==> src/rtl/ov_capture.sv <==
`default_nettype none
// ============================================================================
//  Module      : ov_capture
//  Description : OV7670/OV9655 parallel-bus capture. Pairs bytes into pixels,
//                decodes RGB444/565/555 and checks frame geometry.
//  Revision    : 1.0  initial release
// ============================================================================
module ov_capture #(
   parameter int HSIZE = 640,
   parameter int VSIZE = 480
) (
   input  logic        PCLK,
   input  logic        RESETN,
   input  logic        ENABLE,
   input  logic        VSYNC,
   input  logic        HREF,
   input  logic [7:0]  DATA,
   input  logic [31:0] PIXEL_FORMAT,
   output logic        PIX_VALID,
   output logic [15:0] PIX_RAW,
   output logic [7:0]  PIX_R,
   output logic [7:0]  PIX_G,
   output logic [7:0]  PIX_B,
   output logic [15:0] PIX_X,
   output logic [15:0] PIX_Y,
   output logic        SOF,
   output logic        EOL,
   output logic        FRAME_DONE,
   output logic        FRAME_ERR,
   output logic        BUSY
);

   typedef enum logic [1:0] {
      ST_IDLE   = 2'd0,
      ST_SYNC   = 2'd1,
      ST_VBLANK = 2'd2,
      ST_ACTIVE = 2'd3
   } state_t;

   localparam logic [15:0] C_HSIZE = 16'(HSIZE);
   localparam logic [15:0] C_VSIZE = 16'(VSIZE);
   localparam logic [15:0] C_SAT   = 16'hFFFF;

   state_t      r_state;
   logic        r_vsync_d;
   logic        r_href_d;
   logic        r_byte_pos;
   logic [7:0]  r_byte0;
   logic [15:0] r_x_cnt;
   logic [15:0] r_y_cnt;
   logic        r_err;

   logic        w_active;
   logic        w_vsync_rise;
   logic        w_href_fall;
   logic        w_line_err;
   logic [15:0] w_y_next;
   logic [7:0]  w_r;
   logic [7:0]  w_g;
   logic [7:0]  w_b;

   assign w_active     = (r_state == ST_ACTIVE);
   assign w_vsync_rise = VSYNC & ~r_vsync_d;
   assign w_href_fall  = ~HREF & r_href_d;
   assign w_line_err   = w_active & w_href_fall & ((r_x_cnt != C_HSIZE) | r_byte_pos);
   assign w_y_next     = (w_href_fall && (r_y_cnt != C_SAT)) ? r_y_cnt + 16'd1 : r_y_cnt;
   assign BUSY         = (r_state != ST_IDLE);

   // byte1 is decoded straight off the bus on the edge that completes the pixel
   always_comb begin
      w_r = 8'd0;
      w_g = 8'd0;
      w_b = 8'd0;
      case (PIXEL_FORMAT)
         32'd0: begin
            w_r = {4'd0, r_byte0[3:0]};
            w_g = {4'd0, DATA[7:4]};
            w_b = {4'd0, DATA[3:0]};
         end
         32'd1: begin
            w_r = {3'd0, r_byte0[7:3]};
            w_g = {2'd0, r_byte0[2:0], DATA[7:5]};
            w_b = {3'd0, DATA[4:0]};
         end
         32'd2: begin
            w_r = {3'd0, r_byte0[6:2]};
            w_g = {3'd0, r_byte0[1:0], DATA[7:5]};
            w_b = {3'd0, DATA[4:0]};
         end
         default: ;
      endcase
   end

   always_ff @(posedge PCLK or negedge RESETN) begin
      if (!RESETN) begin
         r_state    <= ST_IDLE;
         r_vsync_d  <= 1'b0;
         r_href_d   <= 1'b0;
         r_byte_pos <= 1'b0;
         r_byte0    <= 8'd0;
         r_x_cnt    <= 16'd0;
         r_y_cnt    <= 16'd0;
         r_err      <= 1'b0;
         PIX_VALID  <= 1'b0;
         PIX_RAW    <= 16'd0;
         PIX_R      <= 8'd0;
         PIX_G      <= 8'd0;
         PIX_B      <= 8'd0;
         PIX_X      <= 16'd0;
         PIX_Y      <= 16'd0;
         SOF        <= 1'b0;
         EOL        <= 1'b0;
         FRAME_DONE <= 1'b0;
         FRAME_ERR  <= 1'b0;
      end else begin
         r_vsync_d  <= VSYNC;
         r_href_d   <= HREF;
         PIX_VALID  <= 1'b0;
         SOF        <= 1'b0;
         EOL        <= 1'b0;
         FRAME_DONE <= 1'b0;
         FRAME_ERR  <= 1'b0;
         case (r_state)
            ST_IDLE: begin
               if (ENABLE) r_state <= ST_SYNC;
            end
            ST_SYNC: begin
               if (!ENABLE)    r_state <= ST_IDLE;
               else if (VSYNC) r_state <= ST_VBLANK;
            end
            ST_VBLANK: begin
               if (!ENABLE) begin
                  r_state <= ST_IDLE;
               end else if (!VSYNC) begin
                  r_state    <= ST_ACTIVE;
                  r_byte_pos <= 1'b0;
                  r_x_cnt    <= 16'd0;
                  r_y_cnt    <= 16'd0;
                  r_err      <= 1'b0;
               end
            end
            ST_ACTIVE: begin
               if (HREF) begin
                  r_byte_pos <= ~r_byte_pos;
                  if (!r_byte_pos) begin
                     r_byte0 <= DATA;
                  end else begin
                     // out-of-window pixels still advance x_cnt for the geometry check
                     if ((r_x_cnt < C_HSIZE) && (r_y_cnt < C_VSIZE)) begin
                        PIX_VALID <= 1'b1;
                        PIX_RAW   <= {r_byte0, DATA};
                        PIX_R     <= w_r;
                        PIX_G     <= w_g;
                        PIX_B     <= w_b;
                        PIX_X     <= r_x_cnt;
                        PIX_Y     <= r_y_cnt;
                        SOF       <= (r_x_cnt == 16'd0) && (r_y_cnt == 16'd0);
                        EOL       <= (r_x_cnt == C_HSIZE - 16'd1);
                     end
                     if (r_x_cnt != C_SAT) r_x_cnt <= r_x_cnt + 16'd1;
                  end
               end else begin
                  r_byte_pos <= 1'b0;
               end
               if (w_href_fall) begin
                  r_x_cnt <= 16'd0;
                  r_y_cnt <= w_y_next;
                  if (w_line_err) r_err <= 1'b1;
               end
               if (w_vsync_rise) begin
                  FRAME_DONE <= 1'b1;
                  FRAME_ERR  <= r_err | w_line_err | (w_y_next != C_VSIZE);
                  r_state    <= ENABLE ? ST_VBLANK : ST_IDLE;
               end
            end
            default: r_state <= ST_IDLE;
         endcase
      end
   end

endmodule
`default_nettype wire
==> config.mk <==
export PLATFORM = sky130hd
export DESIGN_NAME = ov_capture
export DESIGN_NICKNAME = d
export VERILOG_FILES = /design/src/rtl/ov_capture.sv
export SDC_FILE = /design/constraint.sdc
export NUM_CORES = 1
export LEC_CHECK = 0
export BUFFER_PORTS_ARGS = -buffer_cell sky130_fd_sc_hd__clkbuf_2
export CORE_MARGIN = 2
export CORE_UTILIZATION = 50
export CTS_CLUSTER_DIAMETER = 30
export DETAILED_ROUTE_END_ITERATION = 6
export HOLD_SLACK_MARGIN = 0.05
export PLACE_DENSITY_LB_ADDON = 0.12
export SYNTH_ARGS = -nofsm -noshare
export SYNTH_HDL_FRONTEND = slang
export SYNTH_SLANG_ARGS = --single-unit
export TNS_END_PERCENT = 5
==> constraint.sdc <==
create_clock -name PCLK -period 2.2 [get_ports PCLK]
set_clock_uncertainty 0.05 [all_clocks]
set_input_delay 0.66 -clock PCLK [delete_from_list [all_inputs] [get_ports PCLK]]
set_output_delay 0.66 -clock PCLK [all_outputs]
set_load 0.1 [all_outputs]
-- Yosys cells after proc, flatten, opt, wreduce, memory -nomap -nowiden
Cells that the tools add are included.
- reduce and logical (&&, ||, !) cells: 17
- bitwise logic cells: 10
- eq/ne operators: 21
- $lt $le $gt $ge: 2
- add/subtract/negate cells: 2
- muxes and demuxes: 44
- operators with widths (cell ; count):
    2-to-1 mux 16 bit ; 8
    case mux 16 bit (2 select lines) ; 2
    adder 16 x 1 -> 16 bit, second input constant ; 2
    == test 32 x 1 -> 1 bit, second input constant ; 1
    == test 32 x 2 -> 1 bit, second input constant ; 1
    zero test 16 bit ; 2
    zero test 32 bit ; 1
    != test 16 bit, second input constant ; 2
    2-to-1 mux 1 bit ; 21
    case mux 6 bit (3 select lines) ; 1
    == test 16 x 10 -> 1 bit, second input constant ; 1
    < comparator 16 x 10 -> 1 bit, second input constant ; 1
    < comparator 16 x 9 -> 1 bit, second input constant ; 1
    != test 16 x 10 -> 1 bit, second input constant ; 1
    != test 16 x 9 -> 1 bit, second input constant ; 1
    case mux 5 bit (3 select lines) ; 1
    2-to-1 mux 2 bit ; 7
    AND reduction 4 bit ; 3
    case mux 5 bit (2 select lines) ; 1
    case mux 2 bit (4 select lines) ; 1
    != test 2 x 1 -> 1 bit, second input constant ; 3
    != test 2 bit, second input constant ; 3
    != test 3 x 2 -> 1 bit, second input constant ; 2
    != test 3 bit, second input constant ; 2
    14 further kinds ; 27
- logic and storage cells: 115
- output and inout port bits: 78
- register bits: 123

-- Depth between registers and ports, before layout
- depth in word-level cells: 8
- mapped depth: 9
- gate-level depth less buffers: 7

-- Worst setup path before layout
Ideal clock, no wire load.
- kind: reg-to-reg
- from: register r_y_cnt[0]
- to: register FRAME_ERR
- setup slack: 0.029 ns
- data required time: 2.017 ns
- path buffers: 1
- clock period less this slack: 2.171 ns
- library setup time: 0.133 ns
- arrival time: 1.988 ns
- cell stages (with the launch flop): 9
- cells stage by stage: dfrtp_1 ha_1 and4_4 and3_4 buf_6 and2_4 or3_4 a2111oi_2 a31oi_1
- longest elaborated chain between the ends: 7
- elaborated cells on any way between the ends: 8
- those cells by class: add/sub: 1; eq/ne: 2; mux: 3; bitwise: 1; reduce/logical: 1
- RTL lines (item ; RTL line ; source):
    start, declared ; 50 ; logic [15:0] r_y_cnt;
    start signal, assigned ; 167 ; r_y_cnt <= w_y_next;
    branches (longest 2 deep; another with adder 16 x 1 -> 16 bit) ; - ;
    2-to-1 mux 16 bit (*) ; 66 ; assign w_y_next = (w_href_fall && (r_y_cnt != C_SAT)) ? r_y_cnt + 16'd1 : r_y_cnt;
    != test 16 x 9 -> 1 bit (*) ; 172 ; FRAME_ERR <= r_err | w_line_err | (w_y_next != C_VSIZE);
    bitwise OR 1 bit (*) ; 172 ;
    2-to-1 mux 1 bit (*) ; 170 ; if (w_vsync_rise) begin
    2-to-1 mux 1 bit (*) ; 123 ; case (r_state)
    end signal, assigned ; 172 ;
    end, declared ; 29 ; output logic FRAME_ERR,
Mark *: on every way between the ends.
A chain may end at the register's enable or synchronous reset.

-- Final worst setup path
- from: register r_y_cnt[11]
- to: register PIX_B[4]
- longest elaborated chain between the ends: 3
- RTL lines (item ; RTL line ; source):
    < comparator 16 x 9 -> 1 bit ; 149 ; if ((r_x_cnt < C_HSIZE) && (r_y_cnt < C_VSIZE)) begin
    logical AND 1 bit ; 149 ;
    AND reduction 4 bit (no line) ; - ;
    end signal, assigned ; 154 ; PIX_B <= w_b;
    end, declared ; 23 ; output logic [7:0] PIX_B,
No other way between the ends.

==> metrics.txt <==
status=finished clean; Fillers=between 900 and 1000; Synth top area share=49.9%; clock network power share=roughly two fifths; Max Slew Vio Count=0; total track usage=23.8%; # IOs=around 120; hold_ws=0.186 ns; post-synthesis simple-gate area fraction=26.7%; post-synthesis sequential area ratio=49.9%; routability cong.=0.913; clk root buf=clkbuf_16; most frequent cells in the layout=nand2_1 (155), clkbuf_2 (112), dfrtp_1 (110); Seq cells post-synth=115; Post-Place Cell Area=a little under 7000 um^2; Post-Synthesis Cells=roughly 610; Pwr Total=roughly 7.3 mW; core area=between 10000 and 15000 um^2; vias in the first global route=4673; Clock Latency Late Sink=0.42 ns; peak supply drop=0.778 mV; DRT Wirelength=about 15 mm; EDFF count, synth=0; Final WS setup=0.0287 ns; port buffer count=around 110; CP Data Required Time=between 2 and 2.5 ns; initial antenna violation count=0; crit path time final=between 2 and 2.5 ns; drt via density=5.42; FF-to-FF path depth=6; worst path bufs/invs=2; cts bufs inserted=17; DIE AREA=between 10000 and 15000 um^2; dpl hpwl=10.3 mm; most common cell after layout, fill and taps aside=nand2_1; RSZ-0062 raised after global routing=true; Switch Pwr=2.68 mW; fin area=7550 um^2; period utilization=a little over nine tenths; Crit Path Class=reg2reg; Critical Path End Type=flop; htree depth=4; Reg clk slew, reported paths=0.05 ns; final hold viol count=0; FFs w/ async S/R, synth=100%; Post-Syn Area=5760 um^2; Synth Area in XOR/XNOR=2.58%; drt drc=0; DR vias=roughly 5000; Post-Synth Adder-Cell Area=0.868%; largest net degree at the start of global routing=40; num rows=39; crit path DAT=about 2.4 ns; drt wl/cell=15.6 um; TritonCTS clock tree=done; first-pass GRT wire length=23.5 mm; multiplexer share of the synthesized area=under 10%; diode count=0; clk buf depth=2; Post-Layout Cell Count=930; post-synthesis compound-gate area fraction=between 10% and 20%; PwrDens=~970 nW/um^2; Max Freq=~0.46 GHz; Hold Crit Class=in2async; Primary FF master, synth=dfrtp_1; placed instance count=893; max_cap viols=0; library cells used by synthesis=62; # setup viols final=0; Synth area leaders=dfrtp_1 (50%), nand2_1 (10%), o21ai_0 (3.4%); Nets=823; combinational family with the most area after synthesis=simple AND/OR/NAND/NOR gates; Int Pwr=4.63 mW; Critical Path, Cell by Cell=or4_4 > nor4_4 > nand4b_1 > buf_6 > buf_6 > a22o_1; Total Negative Setup Slacks=0 ns; final core occ=66.7%; antenna violation net count after detailed routing=0; CTS hold repair buffers=0; Mean Syn Cell Area=9.42 um^2; FF-to-FF End=PIX_B[4]$_DFFE_PN0P_; Die H=111 um; area leader, netlist=dfrtp_1; Starting DRT DRC Count=402; startpoint types=flop; slowest stage delay, CP=0.56 ns; CP max-delay cell=or4_4; fraction of layout cells with a size suffix above 1=33.4%; GRT overflow=0; drt pass-1 iters=5; Slew headroom=~62%; Die X=111 um; CP dominant cell by count=buf_6; synth-to-layout area growth=30.9%; Gate power share=about a quarter; r2r startpoint=r_y_cnt[11]$_DFFE_PN0P_; sequential share of power=35.1%; delay-heaviest family, CP=simple AND/OR/NAND/NOR gates; YS warnings=0; setup slack, reg-to-reg=0.03 ns; CP max FO=8; Least-Margin Pin Slew=0.570 ns; sw frac=36.7%; pre-CTS WS=-0.133 ns; Initial Utilization=50.9%; CTS sink count=between 100 and 150; Pleak=about 3.9 nW
-- flip-flops by register name, indices dropped and copies added, names as in the netlist, 2 cells and up --
| register | count |
|---|---|
| PIX_G | 6 |
| PIX_X | 16 |
| PIX_Y | 16 |
| r_byte0 | 8 |
| PIX_RAW | 16 |
| r_state | 2 |
| r_x_cnt | 16 |
| PIX_R | 5 |
| r_y_cnt | 16 |
| PIX_B | 5 |
-- cells by family (layout without fill, tap and decap cells) --
| kind of cell | after synthesis | after routing |
|---|---|---|
| AND/OR/NAND/NOR | 314 | 314 |
| flip-flops | 115 | 115 |
| AO/OA/AOI/OAI | 96 | 96 |
| buffers and inverters | 50 | 218 |
| XOR/XNOR | 17 | 17 |
| multiplexers | 15 | 15 |
| adder cells (fa/ha/maj) | 4 | 4 |
| other | 1 | 8 |
-- repair_timing --
action                     4_1_cts  5_1_grt
pin swaps                        0       21
cloned                           0        1
setup endpoints to repair       59       64
buffers inserted                 0        5
resized for setup                4       37
-- cells in the mapped netlist, drive strengths merged (3+ instances only) --
cell	n
a2111oi	3
a21oi	16
a22o	9
a31oi	7
and2	23
and3	15
buf	23
clkbuf	19
dfrtp	115
ha	4
inv	8
mux2	8
mux2i	7
nand2	159
nand2b	7
nand3	24
nand3b	6
nand4	14
nor2	29
nor2b	6
nor3	4
nor4	13
o2111ai	3
o21ai	45
xor2	15
-- power by group through the flow --
stage | clock network [mW] | registers (mW) | logic [mW]
5_1_grt | 3.01 | 2.59 | 2.00
3_5_place_dp | 0 | 2.59 | 1.87
4_1_cts | 2.91 | 2.55 | 1.89
2_1_floorplan | 0 | 3.51 | 0.503
3_3_place_gp | 0 | 2.58 | 1.85
6_report | 2.85 | 2.56 | 1.90
-- per-layer routing --
metal	global-route usage [%]	wire (um)	vias to the layer above
met2	38.3	7050	154
met5	0	0	-
met3	5.55	818	26
li1	-	-	2427
met4	9.55	286	0
met1	31.4	6370	2432
-- how the worst max path moves through the flow --
stage	start	endpoint	slack, ns	depth (start not counted)
floorplan	r_y_cnt[0]$_DFFE_PN0P_	FRAME_ERR$_DFF_PN0_	0.03	8
detailed placement	r_y_cnt[11]$_DFFE_PN0P_	PIX_B[0]$_DFFE_PN0P_	-0.13	7
finish	r_y_cnt[11]$_DFFE_PN0P_	PIX_B[4]$_DFFE_PN0P_	0.03	6
global route	r_y_cnt[11]$_DFFE_PN0P_	PIX_B[0]$_DFFE_PN0P_	-0.05	6
CTS	r_x_cnt[6]$_DFFE_PN0P_	FRAME_ERR$_DFF_PN0_	0.006	6
global placement	r_y_cnt[11]$_DFFE_PN0P_	PIX_B[2]$_DFFE_PN0P_	-0.09	7
-- layout make-up --
class / instances / area, um^2 / area share (%)
clock buffer: 20 / 467 / 6.18
multi-input combinational: 454 / 2670 / 35.3
inverter: 8 / 30.0 / 0.398
sequential: 115 / 2880 / 38.2
tap: 143 / 179 / 2.37
timing repair buffer: 178 / 1170 / 15.5
clock inverter: 12 / 153 / 2.02
Note: power is estimated with default switching activity, not from simulation.
